`src/rtl/uart_cmd_responder.sv`:
```
// Host command responder between uart_rx and uart_tx2: maps each received byte to a
// response, queues it and transmits it. Define UART_RESP_CRLF_EN to append CR/LF to every response.
module uart_cmd_responder #(
  parameter int unsigned FIFO_DEPTH = 8,
  parameter logic [7:0]  ID_BYTE    = 8'h49
) (
  input  logic       CLK,
  input  logic       RST_N,
  input  logic       RX_DV,
  input  logic [7:0] RX_BYTE,
  output logic       TX_DV,
  output logic [7:0] TX_BYTE,
  input  logic       TX_DONE,
  output logic       BUSY,
  output logic       OVERFLOW,
  output logic [7:0] RX_COUNT
);

  localparam int unsigned AW        = $clog2(FIFO_DEPTH);
  localparam logic [7:0]  CMD_QUERY = 8'h3F;
  localparam logic [7:0]  CMD_COUNT = 8'h21;

  typedef logic [AW:0] ptr_t;

`ifdef UART_RESP_CRLF_EN
  typedef enum logic [3:0] {
    IDLE, SEND, WAIT_DONE, CR, SEND_CR, WAIT_CR, LF, SEND_LF, WAIT_LF
  } state_t;
`else
  typedef enum logic [1:0] {IDLE, SEND, WAIT_DONE} state_t;
`endif

  state_t     state, state_next;
  logic [7:0] mem [FIFO_DEPTH];
  ptr_t       wr_ptr, rd_ptr;
  logic       empty, full, push, pop, load;
  logic [7:0] load_byte, count_next, mapped;

  assign empty = (wr_ptr == rd_ptr);
  assign full  = (wr_ptr[AW] != rd_ptr[AW]) && (wr_ptr[AW-1:0] == rd_ptr[AW-1:0]);

  // A pop in the same cycle frees the slot the push needs.
  assign push       = RX_DV && (!full || pop);
  assign count_next = RX_COUNT + 8'd1;

  always_comb begin
    case (RX_BYTE)
      CMD_QUERY: mapped = ID_BYTE;
      CMD_COUNT: mapped = count_next;
      default:   mapped = RX_BYTE;
    endcase
  end

  // NOTE: the storage array has no reset; the pointers alone decide which entries are valid.
  always_ff @(posedge CLK) begin
    if (push) mem[wr_ptr[AW-1:0]] <= mapped;
  end

  // NOTE: sequential state uses non-blocking assignments so every register sees pre-edge values.
  always_ff @(posedge CLK) begin
    if (!RST_N) begin
      wr_ptr   <= '0;
      rd_ptr   <= '0;
      RX_COUNT <= '0;
      OVERFLOW <= 1'b0;
    end else begin
      if (RX_DV)         RX_COUNT <= count_next;
      if (RX_DV && !push) OVERFLOW <= 1'b1;
      if (push)          wr_ptr   <= wr_ptr + ptr_t'(1);
      if (pop)           rd_ptr   <= rd_ptr + ptr_t'(1);
    end
  end

  always_ff @(posedge CLK) begin
    if (!RST_N) begin
      state   <= IDLE;
      TX_BYTE <= '0;
    end else begin
      state <= state_next;
      if (load) TX_BYTE <= load_byte;
    end
  end

  // NOTE: every output of this block gets a default first, so no path can infer a latch.
  always_comb begin
    state_next = state;
    pop        = 1'b0;
    load       = 1'b0;
    load_byte  = mem[rd_ptr[AW-1:0]];
    case (state)
      IDLE: begin
        if (!empty) begin
          pop        = 1'b1;
          load       = 1'b1;
          state_next = SEND;
        end
      end
      SEND:      state_next = WAIT_DONE;
`ifdef UART_RESP_CRLF_EN
      WAIT_DONE: if (TX_DONE) state_next = CR;
      CR: begin
        load       = 1'b1;
        load_byte  = 8'h0D;
        state_next = SEND_CR;
      end
      SEND_CR:   state_next = WAIT_CR;
      WAIT_CR:   if (TX_DONE) state_next = LF;
      LF: begin
        load       = 1'b1;
        load_byte  = 8'h0A;
        state_next = SEND_LF;
      end
      SEND_LF:   state_next = WAIT_LF;
      WAIT_LF:   if (TX_DONE) state_next = IDLE;
`else
      WAIT_DONE: if (TX_DONE) state_next = IDLE;
`endif
      default:   state_next = IDLE;
    endcase
  end

`ifdef UART_RESP_CRLF_EN
  assign TX_DV = (state == SEND) || (state == SEND_CR) || (state == SEND_LF);
`else
  assign TX_DV = (state == SEND);
`endif
  assign BUSY = (state != IDLE);

endmodule

```
`config.mk`:
```
export PLATFORM = sky130hd
export DESIGN_NAME = uart_cmd_responder
export DESIGN_NICKNAME = d
export VERILOG_FILES = /design/src/rtl/uart_cmd_responder.sv
export SDC_FILE = /design/constraint.sdc
export NUM_CORES = 1
export LEC_CHECK = 0
export CAP_MARGIN = 5
export CORE_AREA = 2 2 128 130
export CTS_CLUSTER_SIZE = 10
export DETAILED_ROUTE_END_ITERATION = 7
export DIE_AREA = 0 0 130 132
export SYNTH_ARGS = -nofsm -noshare
export SYNTH_HDL_FRONTEND = slang
export SYNTH_SLANG_ARGS = --single-unit
```
`constraint.sdc`:
```
create_clock -name CLK -period 4.2 [get_ports CLK]
set_input_delay 0.84 -clock CLK [delete_from_list [all_inputs] [get_ports CLK]]
set_output_delay 0.84 -clock CLK [all_outputs]
set_load 0.01 [all_outputs]
```
==> summary.md <==
| Metric | Value |
|---|---|
| Final WL | `7960 um` |
| Clock root buffer master | `clkbuf_16` |
| TritonRoute pass-1 iters | `4` |
| Critical path data arrival time | `2610 ps` |
| R2R depth | `5` |
| Layout Utilization | `30.4%` |
| R2r endpoint | `mem[5][4]` |
| Clock Skew | `9.15 ps` |
| Row count | `46` |
| Slew Viols, Final | `0` |
| Max clock buf depth | `2` |
| # hold bufs at CTS | `0` |
| Final setup violation count | `0` |
| Post-Synth Simple-Gate Area | `8.82%` |
| Number of synthesized register bits | `91` |
| Mux contribution to synthesized area | `13.7%` |
| LEAKAGE | `around 1.6 nW` |
| Yosys cell types | `40` |
| Detailed-placement wirelength estimate | `5340 um` |
| Asr flop ratio synth | `0%` |
| Layout Cells excl Fill | `519` |
| Synth-to-layout area growth | `22.4%` |
| Syn Nets | `approximately 280` |
| Fillers | `1567` |
| Share of cells above drive strength 1 | `14.2%` |
| Vias/cell | `4.31` |
| Initial antenna violation count | `0` |
| Cell area power density | `507 mW/mm^2` |
| Hold Crit Start | `wr_ptr[3]` |
| Clk sinks | `91` |
| CTS clock-pin slew for the worst setup and hold paths | `~60 ps` |
| Result of the run | `complete, no violations` |
| Seq/Total Area, Yosys | `63.1%` |
| Routability cong. | `about 0.74` |
| Slew at the pin with the worst max-slew slack | `1090 ps` |
| Mean Syn Cell Area | `14.9 sq um` |
| ANT cells | `0` |
| Vias in the first global route | `2285` |
| Crit. End Element | `flip-flop` |
| Largest family of logic cells by synthesized area | `multiplexers` |
| DR WL/cell | `roughly 15 um` |
| Setup TNS | `0 ps` |
| Fraction of the mapped netlist area in compound gates | `5.90%` |
| Setup bufs post-CTS | `0` |
| DR iter-0 viols | `~120` |
| Largest net degree at the start of global routing | `35` |
| Core ar. | `0.0157 sq mm` |
| Die Width | `130 um` |
| Final Hold Fails | `0` |
| Post-Place Worst Slack | `~1200 ps` |
| Die H | `approximately 130 um` |
| Synth warnings | `0` |
| Data required, critical path | `~4200 ps` |
| XOR/XNOR share of the synthesized area | `4.39%` |
| Peak Freq | `about 390 MHz` |
| WHS Endpoint | `wr_ptr[3]` |
| Hold Path Stages | `2` |
| CTS H-tree lvls | `3` |
| Peak VDD IR | `0.198 mV` |
| Relative slew slack | `26.8%` |
| Detailed-route DRC error count | `0` |
| Cell Area, Synth | `~0.0039 sq mm` |
| Final nets | `313` |
| Max Cap Viol | `0` |
| Synthesized instance count | `262` |
| Inserted Clock Buffers | `9` |
| Highest fanout seen on the critical path | `8` |
| Placed cells | `503` |
| Flop-to-flop setup slack | `2000 ps` |
| RR Startpoint | `rd_ptr[1]` |
| First-pass GRT wire length | `12500 um` |
| Worst setup margin | `between 1500 and 2000 ps` |
| Detail Route Antenna Nets | `0` |
| Type of origin of the critical path | `primary input` |
| Ys flop type | `edfxtp_1` |
| Adder-Cell Fraction of Synth Area | `0.962%` |
| CTS tree | `yes` |
| Tmin final | `2580 ps` |
| Initial Util | `24.8%` |
| Hold crit path type | `flip-flop to flip-flop` |
| Vias | `between 2000 and 2500` |
| Final period util | `between 60 and 70%` |
| Die Area | `0.0172 sq mm` |
| Total track usage | `9.77%` |
| Ports | `31` |
| RSZ-0062 raised after global routing | `false` |
| Clk_lat worst skew | `340 ps` |
| EDFF count, synth | `64` |
| Crit path kind | `primary input to flip-flop` |
| Overflow after GRT | `0` |
| Port bufs | `30` |
| Post-cts resize count | `0` |
==> synthesized netlist by cell type (4+ instances only) <==
library cell	count	share of area (%)
edfxtp_1	64	49
dfxtp_1	27	14
nand2_1	16	1.5
mux2i_1	15	3.8
o21ai_0	14	1.8
a21oi_1	11	1.4
mux4_2	10	5.8
and2_1	8	1.3
nor4_1	8	1.3
inv_1	7	0.67
xnor2_1	7	1.6
xor2_1	7	1.6
mux4_1	6	4.0
nor2_1	5	0.48
buf_2	4	0.51
clkbuf_1	4	0.38
nand3_1	4	0.51
nand4_1	4	0.64
nor2b_1	4	0.64
nor3_1	4	0.51
==> sequential cells by signal (all words and copies together), names as in the netlist <==
signal    count
OVERFLOW      1
RX_COUNT      8
TX_BYTE       8
mem          64
rd_ptr        4
state         2
wr_ptr        4
==> metrics by stage <==
step | instance area (sq um) | hold slack (ps) | power, mW
final | 4780 | 492 | 2.42
after global routing | 4780 | 511 | 2.54
after CTS | 4780 | 493 | 2.45
after detailed placement | 4450 | 484 | 1.58
after global placement | 4450 | 466 | 1.57
after floorplan | 3900 | 456 | 1.44
==> critical path: stages <==
cell and delay, ps:
clkdlybuf4s50_1 470, nor4bb_1 400, nand2_1 200, o21ai_0 700
==> cells in the final DEF, fill, tap and decap left out, drive strengths merged, types with 2 or more instances in the layout <==
cell type and count:
buf 10, nor2 5, nand2b 3, a21boi 2, clkdlybuf4s50 30, inv 9
a21oi 11, nand3 4, dfxtp 27, clkinv 3, nor3 4, nor4 8
ha 3, o211ai 2, clkbuf 9, xor2 7, o21ai 15, and3 2
nand4 5, mux2i 15, bufinv 2, xnor2 10, nor2b 4, nand2 16
mux4 16, and2 8, edfxtp 64
==> logic make-up after synthesis <==
group | after synthesis
DFF | 91
AOI/OAI and AO/OA | 35
and+or+nand+nor | 63
buffers and inverters | 22
xor gates and xnor gates | 17
muxes | 31
adders and majority gates | 3
==> per-layer routing <==
layer | global-route usage [%] | part of all wire, %
met5 | 0 | 0
met1 | 12.5 | 46
met2 | 15.6 | 48
met3 | 2.15 | 3.4
met4 | 4.60 | 2.1
==> power breakdown <==
group / total, mW / switching, mW / internal [mW]
sequential: 1.07 / 0.0498 / 1.02
combinational: 0.481 / 0.246 / 0.235
clock: 0.868 / 0.341 / 0.526
total: 2.42 / 0.637 / 1.78
==> how the worst max path moves through the flow <==
stage / depth (start not counted) / startpoint / endpoint / slack [ps]
after floorplan: 3 / RX_DV / mem[1][0] / 1820
after global placement: 4 / RX_BYTE[0] / mem[6][4] / 1390
after detailed placement: 4 / RX_BYTE[0] / mem[7][2] / 1230
after CTS: 4 / RX_BYTE[0] / mem[4][2] / 1590
after global routing: 4 / RX_BYTE[0] / mem[0][2] / 1350
final: 4 / RX_BYTE[0] / mem[6][4] / 1620
==> area by class of cell <==
type                    instances  area [sq um]  area share, %
repair buffers                 40           375           7.86
flip-flops and latches         91          2460           51.6
inverters                       7          26.3          0.550
well taps                     216           270           5.66
clock inverters                 7           100           2.10
multi-input cells             149          1320           27.6
clock buffers                   9           225           4.72
Note: power is estimated with default switching activity, not from simulation.
